==> src/rtl/axi_arb_pkg.sv <==
// Shared types and constants for the AXI read-channel arbiter.
package axi_arb_pkg;

  localparam int unsigned IdW = 4;

  // Arbiter FSM: idle, then address and data phases for each side.
  typedef enum logic [2:0] {
    StIdle,
    StIAr,
    StIR,
    StDAr,
    StDR
  } arb_state_e;

  // Encoding of the winner reported by the picker and kept as last_grant.
  localparam logic GRANT_I = 1'b0;
  localparam logic GRANT_D = 1'b1;

  localparam logic [IdW-1:0] DEF_ID_I = 4'd0;
  localparam logic [IdW-1:0] DEF_ID_D = 4'd1;

  // True while the shared AR channel is being driven.
  function automatic logic is_ar_state(arb_state_e s);
    return (s == StIAr) || (s == StDAr);
  endfunction

endpackage

==> src/rtl/axi_rd_arbiter_if.sv <==
// Shared AXI read channel (AR + R handshake) between arbiter and slave.
interface axi_rd_arbiter_if;
  import axi_arb_pkg::*;

  logic [31:0]    araddr;
  logic [7:0]     arlen;
  logic [2:0]     arsize;
  logic [IdW-1:0] arid;
  logic           arvalid;
  logic           arready;
  logic           rvalid;
  logic           rlast;
  logic           rready;

  modport master (
    output araddr, arlen, arsize, arid, arvalid, rready,
    input  arready, rvalid, rlast
  );

  modport slave (
    input  araddr, arlen, arsize, arid, arvalid, rready,
    output arready, rvalid, rlast
  );

endinterface

==> src/rtl/rr_pick2.sv <==
// Two-way picker: round-robin on collisions when FAIR, else data side wins.
module rr_pick2
  import axi_arb_pkg::*;
#(
  parameter bit FAIR = 1'b1
) (
  input  logic clk,
  input  logic rst,
  input  logic req_i,
  input  logic req_d,
  input  logic take,     // commit the current pick as last_grant
  output logic pick,     // GRANT_I or GRANT_D
  output logic req_any
);

  logic last_q;

  assign req_any = req_i | req_d;

  // Winner selection; a lone requester always wins.
  always_comb begin
    pick = GRANT_I;
    if (req_d && (!req_i || !FAIR || (last_q == GRANT_I))) begin
      pick = GRANT_D;
    end
  end

  // Remember who was granted last so the other side wins the next collision.
  always_ff @(posedge clk) begin
    if (rst) begin
      last_q <= GRANT_I;
    end else if (take && req_any) begin
      last_q <= pick;
    end
  end

endmodule

==> src/rtl/axi_rd_arbiter.sv <==
// Arbitrates the single AXI read channel between instruction and data sides.
// The grant is held for the whole burst; only valid/ready are steered.
module axi_rd_arbiter
  import axi_arb_pkg::*;
#(
  parameter bit             FAIR = 1'b1,
  parameter logic [IdW-1:0] ID_I = DEF_ID_I,
  parameter logic [IdW-1:0] ID_D = DEF_ID_D
) (
  input  logic        clk,
  input  logic        rst,
  // Instruction-side requester
  input  logic [31:0] i_araddr,
  input  logic [7:0]  i_arlen,
  input  logic [2:0]  i_arsize,
  input  logic        i_arvalid,
  output logic        i_arready,
  output logic        i_rvalid,
  input  logic        i_rready,
  // Data-side requester
  input  logic [31:0] d_araddr,
  input  logic [7:0]  d_arlen,
  input  logic [2:0]  d_arsize,
  input  logic        d_arvalid,
  output logic        d_arready,
  output logic        d_rvalid,
  input  logic        d_rready,
  input  logic        wr_busy,
  // Shared read channel towards the slave
  axi_rd_arbiter_if.master bus
);

  arb_state_e     state_q, state_d;
  logic [31:0]    araddr_q, araddr_d;
  logic [7:0]     arlen_q, arlen_d;
  logic [2:0]     arsize_q, arsize_d;
  logic [IdW-1:0] arid_q, arid_d;

  logic req_d_elig;
  logic pick;
  logic req_any;
  logic in_idle;

  // Data reads wait for outstanding writes, but only at grant time.
  assign req_d_elig = d_arvalid & ~wr_busy;
  assign in_idle    = (state_q == StIdle);

  rr_pick2 #(
    .FAIR (FAIR)
  ) u_pick (
    .clk     (clk),
    .rst     (rst),
    .req_i   (i_arvalid),
    .req_d   (req_d_elig),
    .take    (in_idle),
    .pick    (pick),
    .req_any (req_any)
  );

  // Next state and AR payload capture.
  always_comb begin
    state_d  = state_q;
    araddr_d = araddr_q;
    arlen_d  = arlen_q;
    arsize_d = arsize_q;
    arid_d   = arid_q;
    unique case (state_q)
      StIdle: begin
        if (req_any) begin
          if (pick == GRANT_D) begin
            state_d  = StDAr;
            araddr_d = d_araddr;
            arlen_d  = d_arlen;
            arsize_d = d_arsize;
            arid_d   = ID_D;
          end else begin
            state_d  = StIAr;
            araddr_d = i_araddr;
            arlen_d  = i_arlen;
            arsize_d = i_arsize;
            arid_d   = ID_I;
          end
        end
      end
      StIAr: if (bus.arready) state_d = StIR;
      StIR:  if (bus.rvalid && i_rready && bus.rlast) state_d = StIdle;
      StDAr: if (bus.arready) state_d = StDR;
      StDR:  if (bus.rvalid && d_rready && bus.rlast) state_d = StIdle;
      default: state_d = StIdle;
    endcase
  end

  // State and AR payload registers.
  always_ff @(posedge clk) begin
    if (rst) begin
      state_q  <= StIdle;
      araddr_q <= '0;
      arlen_q  <= '0;
      arsize_q <= '0;
      arid_q   <= '0;
    end else begin
      state_q  <= state_d;
      araddr_q <= araddr_d;
      arlen_q  <= arlen_d;
      arsize_q <= arsize_d;
      arid_q   <= arid_d;
    end
  end

  assign bus.araddr = araddr_q;
  assign bus.arlen  = arlen_q;
  assign bus.arsize = arsize_q;
  assign bus.arid   = arid_q;

  // Handshake steering: only the granted side sees the channel.
  always_comb begin
    bus.arvalid = is_ar_state(state_q);
    i_arready   = (state_q == StIAr) && bus.arready;
    d_arready   = (state_q == StDAr) && bus.arready;
    i_rvalid    = (state_q == StIR) && bus.rvalid;
    d_rvalid    = (state_q == StDR) && bus.rvalid;
    bus.rready  = 1'b0;
    if (state_q == StIR) begin
      bus.rready = i_rready;
    end else if (state_q == StDR) begin
      bus.rready = d_rready;
    end
  end

endmodule
==> src/flat_wrapper.sv <==
// flat-port wrapper written by rule: the top's interface ports become plain ports
module axi_rd_arbiter_flat import axi_arb_pkg::*;
#(
  parameter bit             FAIR = 1'b1,
  parameter logic [IdW-1:0] ID_I = DEF_ID_I,
  parameter logic [IdW-1:0] ID_D = DEF_ID_D
)
  (clk, rst, i_araddr, i_arlen, i_arsize, i_arvalid, i_arready, i_rvalid, i_rready, d_araddr, d_arlen, d_arsize, d_arvalid, d_arready, d_rvalid, d_rready, wr_busy, bus_araddr, bus_arlen, bus_arsize, bus_arid, bus_arvalid, bus_rready, bus_arready, bus_rvalid, bus_rlast);
  axi_rd_arbiter_if bus_i ();
  input  logic clk;
  input  logic rst;
  input  logic [31:0] i_araddr;
  input  logic [7:0] i_arlen;
  input  logic [2:0] i_arsize;
  input  logic i_arvalid;
  output logic i_arready;
  output logic i_rvalid;
  input  logic i_rready;
  input  logic [31:0] d_araddr;
  input  logic [7:0] d_arlen;
  input  logic [2:0] d_arsize;
  input  logic d_arvalid;
  output logic d_arready;
  output logic d_rvalid;
  input  logic d_rready;
  input  logic wr_busy;
  output wire logic [$bits(bus_i.araddr)-1:0] bus_araddr;
  output wire logic [$bits(bus_i.arlen)-1:0] bus_arlen;
  output wire logic [$bits(bus_i.arsize)-1:0] bus_arsize;
  output wire logic [$bits(bus_i.arid)-1:0] bus_arid;
  output wire logic [$bits(bus_i.arvalid)-1:0] bus_arvalid;
  output wire logic [$bits(bus_i.rready)-1:0] bus_rready;
  input wire logic [$bits(bus_i.arready)-1:0] bus_arready;
  input wire logic [$bits(bus_i.rvalid)-1:0] bus_rvalid;
  input wire logic [$bits(bus_i.rlast)-1:0] bus_rlast;
  assign bus_araddr = bus_i.araddr;
  assign bus_arlen = bus_i.arlen;
  assign bus_arsize = bus_i.arsize;
  assign bus_arid = bus_i.arid;
  assign bus_arvalid = bus_i.arvalid;
  assign bus_rready = bus_i.rready;
  assign bus_i.arready = bus_arready;
  assign bus_i.rvalid = bus_rvalid;
  assign bus_i.rlast = bus_rlast;
  axi_rd_arbiter #(.FAIR(FAIR), .ID_I(ID_I), .ID_D(ID_D)) u_core (.clk(clk), .rst(rst), .i_araddr(i_araddr), .i_arlen(i_arlen), .i_arsize(i_arsize), .i_arvalid(i_arvalid), .i_arready(i_arready), .i_rvalid(i_rvalid), .i_rready(i_rready), .d_araddr(d_araddr), .d_arlen(d_arlen), .d_arsize(d_arsize), .d_arvalid(d_arvalid), .d_arready(d_arready), .d_rvalid(d_rvalid), .d_rready(d_rready), .wr_busy(wr_busy), .bus(bus_i));
endmodule
==> config.mk <==
export PLATFORM = sky130hd
export DESIGN_NAME = axi_rd_arbiter_flat
export DESIGN_NICKNAME = d
export VERILOG_FILES = /design/src/rtl/axi_arb_pkg.sv /design/src/rtl/axi_rd_arbiter_if.sv /design/src/rtl/rr_pick2.sv /design/src/rtl/axi_rd_arbiter.sv /design/src/flat_wrapper.sv
export SDC_FILE = /design/constraint.sdc
export NUM_CORES = 1
export LEC_CHECK = 0
export ABC_AREA = 1
export BUFFER_PORTS_ARGS = -buffer_cell sky130_fd_sc_hd__buf_2
export CELL_PAD_IN_SITES_DETAIL_PLACEMENT = 1
export CELL_PAD_IN_SITES_GLOBAL_PLACEMENT = 2
export CORE_MARGIN = 2
export CORE_UTILIZATION = 21
export CTS_CLUSTER_SIZE = 12
export DETAILED_ROUTE_END_ITERATION = 8
export GPL_TIMING_DRIVEN = 0
export PLACE_DENSITY_LB_ADDON = 0.1
export REMOVE_ABC_BUFFERS = 1
export SETUP_SLACK_MARGIN = 0.4
export SYNTH_ARGS = -nofsm -noshare
export SYNTH_HDL_FRONTEND = slang
export SYNTH_SLANG_ARGS = --single-unit
==> constraint.sdc <==
create_clock -name clk -period 1.4 [get_ports clk]
set_input_delay 0.14 -clock clk [delete_from_list [all_inputs] [get_ports clk]]
set_output_delay 0.14 -clock clk [all_outputs]
set_load 0.02 [all_outputs]
==> flow_summary.toml <==
[power]
lkg_pwr_nw = 1.631
max-vdd-ir-drop_mv = 0.5279
cellPowerDensity_nw_per_um2 = 1434

[yosys]
synthDominantAreaCellType = "sky130_fd_sc_hd__dfxtp_1"
synthFlopType = "sky130_fd_sc_hd__dfxtp_1"
yosys.area.top_type_share = 0.4146
synth_common_cells = "sky130_fd_sc_hd__a21oi_1, sky130_fd_sc_hd__nand2_1, sky130_fd_sc_hd__dfxtp_1, sky130_fd_sc_hd__a21oi_2, sky130_fd_sc_hd__o21ai_0"
ys_seq_elements = 47
syn_area_um2 = 2270
synth-edff-count = 0
synthMostInstantiatedCell = "sky130_fd_sc_hd__a21oi_1"
synth_sequential_area_ratio = 0.4146
synthDistinctLibCells = 26
synth_warnings = 0
synth_top_cells_by_area = "sky130_fd_sc_hd__dfxtp_1, sky130_fd_sc_hd__a21oi_2, sky130_fd_sc_hd__a21oi_1"
syn_avg_cell_area_um2 = 7.881
synth-async-reset-ratio = 0
postSynthCellCount = 288

[final_layout]
layoutNonFillerInstCount = 581
layout-area-overhead-vs-synth_pct = 61.41
layout.nets = 541
post_route_cells_drive_above_1_share = 0.5653

[clock_tree]
cts_max_level = 2
clock_tree.buffer_depth = 2
cts.sink_count = 47
clk_root_buffer_cell = "sky130_fd_sc_hd__clkbuf_8"
cts_buffers = 5
clock_pin_transition_on_the_worst_setup_and_hold_timing_paths_ns = 0.09
clk-insertion-delay-late_ns = 0.30
cts_hold_buffers = 0
tritoncts = "done"

[routing]
firstDrtPassIters = 4
wl_per_cell_um = 16.39
finalWirelength_um = 9524
routed_via_density = 4.503
drt_drc_violations_left = 0
dr.first_iter.drc_count = 76
detailroute.via_count = 2616
ant_nets = 0

[worst_hold_path]
min_path_type = "in2reg"
holdPathStages = 2

[placed_design]
dp_hpwl_um = 5662
number_of_cells_in_the_design_after_placement = 549
placement.io_buffers = 145
gpl_congestion = 0.7049
detailedPlace.worstSlack_ns = -0.8084

[timing]
worst_pin_slew_ns = 0.7892
max_slew_margin = 0.4733
post-route-period-util = 0.9704
finalHoldViolations = 0
worst_clock_skew_ns = 0.004564
grt_setup_unrepaired = "true"
final_critical_path_setup_slack_ns = 0.04142
drv_slew = 0
finalWorstPathRequiredPeriod_ns = 1.359
max_freq_mhz = 736.1
finalSetupViolations = 0

[critical_path]
critical_path_s_largest_stage_delay_ns = 0.38
reg2reg_setup_slack_ns = 0.04
worst_path_max_delay_cell = "sky130_fd_sc_hd__dfxtp_4"
worst-setup-path-type = "reg2reg"
crit-reg2reg-launch = "u_core.state_q[0]"
r2r_depth = 7
cp-startpoint = "u_core.state_q[0]"
worstPathRequired_ns = 1.59
end_kind = "flip-flop"
setup.worst_path.end = "u_core.bus.araddr[28]"
cp.arrival_ns = 1.55
crit_path_start_kind = "flip-flop"
path_cells = "nor2_4 > nand2_8 > nor2_8 > buf_12 > clkinv_16 > a21oi_2 > a21oi_1"
critical_path.reg2reg.endpoint = "u_core.bus.araddr[28]"
worst-path-max-fanout = 11

[die]
initial_utilization = 0.2179
boundaryPins = 149
core_area_um2 = 10420
floorplan.die.width_um = 108.0
dieArea_um2 = 11660
row_count = 37
die_h_um = 108.0

[grt]
grt_pass1_vias = 2814
global_route_wire_length_before_repair_um = 14900
track_usage = 0.1649
globalRoute.totalOverflow = 0
grt_max_degree = 44
initial_antenna_violation_count = 1

[run]
max_capacitance_violation_count = 0

[outcome]
status = "completed"
[where the power goes]
part / switching [mW] / total (mW) / internal, mW
clock: 0.474 / 0.809 / 0.335
sequential: 0.174 / 1.81 / 1.64
combinational: 1.56 / 2.63 / 1.07
total: 2.21 / 5.25 / 3.04
[flip-flops by register name, summed over array words and instances (netlist names)]
register / flops
u_core.bus.arsize: 3
u_core.bus.arid: 1
u_core.state_q: 3
u_core.bus.araddr: 32
u_core.bus.arlen: 8
[kinds of logic (layout without fill, tap and decap cells)]
| kind of cell | count (synthesis) | after routing | synth area share |
|---|---|---|---|
| flip-flops | 47 | 47 | 0.4146 |
| AND/OR/NAND/NOR | 71 | 74 | 0.1373 |
| AO/OA/AOI/OAI | 134 | 134 | 0.3583 |
| buffers and inverters | 35 | 186 | 0.08820 |
| other | 1 | 4 | 0.001652 |
[worst min-delay path by stage]
stage                                       end          from  slack [ns]
after floorplan               u_core.state_q[0]           rst        0.21
after global placement        u_core.state_q[0]           rst        0.39
after detailed placement      u_core.state_q[0]           rst        0.40
after CTS                     u_core.state_q[0]           rst        0.06
after global routing      u_core.bus.araddr[11]  d_araddr[11]        0.07
final                         u_core.state_q[2]           rst        0.07
[layout make-up]
type	instances	area (um2)
fill	1292	6753
multi-input combinational	211	1301
timing repair buffer	167	1051
sequential	47	952.2
tap	136	170.2
clock buffer	6	72.57
inverter	11	72.57
timing repair inverter	2	41.29
antenna	1	2.502
[layout by cell type (no fill, tap or decap), types with 2 or more instances in the layout]
cell                         n
sky130_fd_sc_hd__a21oi_1    43
sky130_fd_sc_hd__a21oi_2    44
sky130_fd_sc_hd__a21oi_4     2
sky130_fd_sc_hd__buf_12      5
sky130_fd_sc_hd__buf_2     129
sky130_fd_sc_hd__buf_4      23
sky130_fd_sc_hd__buf_6       8
sky130_fd_sc_hd__clkbuf_8    5
sky130_fd_sc_hd__conb_1      3
sky130_fd_sc_hd__dfxtp_1    42
sky130_fd_sc_hd__dfxtp_2     3
sky130_fd_sc_hd__dfxtp_4     2
sky130_fd_sc_hd__inv_1       6
sky130_fd_sc_hd__inv_2       2
sky130_fd_sc_hd__nand2_1    49
sky130_fd_sc_hd__nand3_1     7
sky130_fd_sc_hd__nor2_1      5
sky130_fd_sc_hd__nor2_4      5
sky130_fd_sc_hd__nor4_1      2
sky130_fd_sc_hd__o21ai_0    15
sky130_fd_sc_hd__o21ai_1    19
sky130_fd_sc_hd__o21ai_2    10
[metrics by stage]
| step | setup TNS (ns) | total power [mW] | hold WS [ns] | cell area [um2] | utilization |
|---|---|---|---|---|---|
| 2_1_floorplan | -55.57 | 2.965 | 0.2091 | 2121 | - |
| 3_3_place_gp | -110.60 | 3.698 | 0.3898 | 3017 | 0.2896 |
| 3_5_place_dp | -34.04 | 3.729 | 0.3967 | 3065 | 0.2943 |
| 4_1_cts | 0 | 5.164 | 0.05793 | 3535 | 0.3393 |
| 5_1_grt | -0.6470 | 5.637 | 0.06984 | 3661 | 0.3515 |
| 6_report | 0 | 5.253 | 0.06751 | 3664 | 0.3517 |
[what timing repair did]
action,CTS,global route
gates resized for setup,57,32
pin swaps,8,3
endpoints found under the setup margin,54,61
gates cloned,5,1
buffers inserted,18,1
[layer usage]
metal	up-vias	track usage	wire length, um
met4	0	0.03022	57
met3	4	0.05425	753
met5	-	0	0
met1	1217	0.2046	4115
li1	1307	-	-
met2	88	0.2817	4598
[worst max-delay path, delay by kind of cell, from the launching register on]
| family | cells | cell delay [ns] |
|---|---|---|
| compound gates | 2 | 0.18 |
| simple gates | 3 | 0.44 |
| buf+inv | 2 | 0.25 |
| flops | 1 | 0.38 |
No activity file was read; power rests on OpenSTA's default activity.
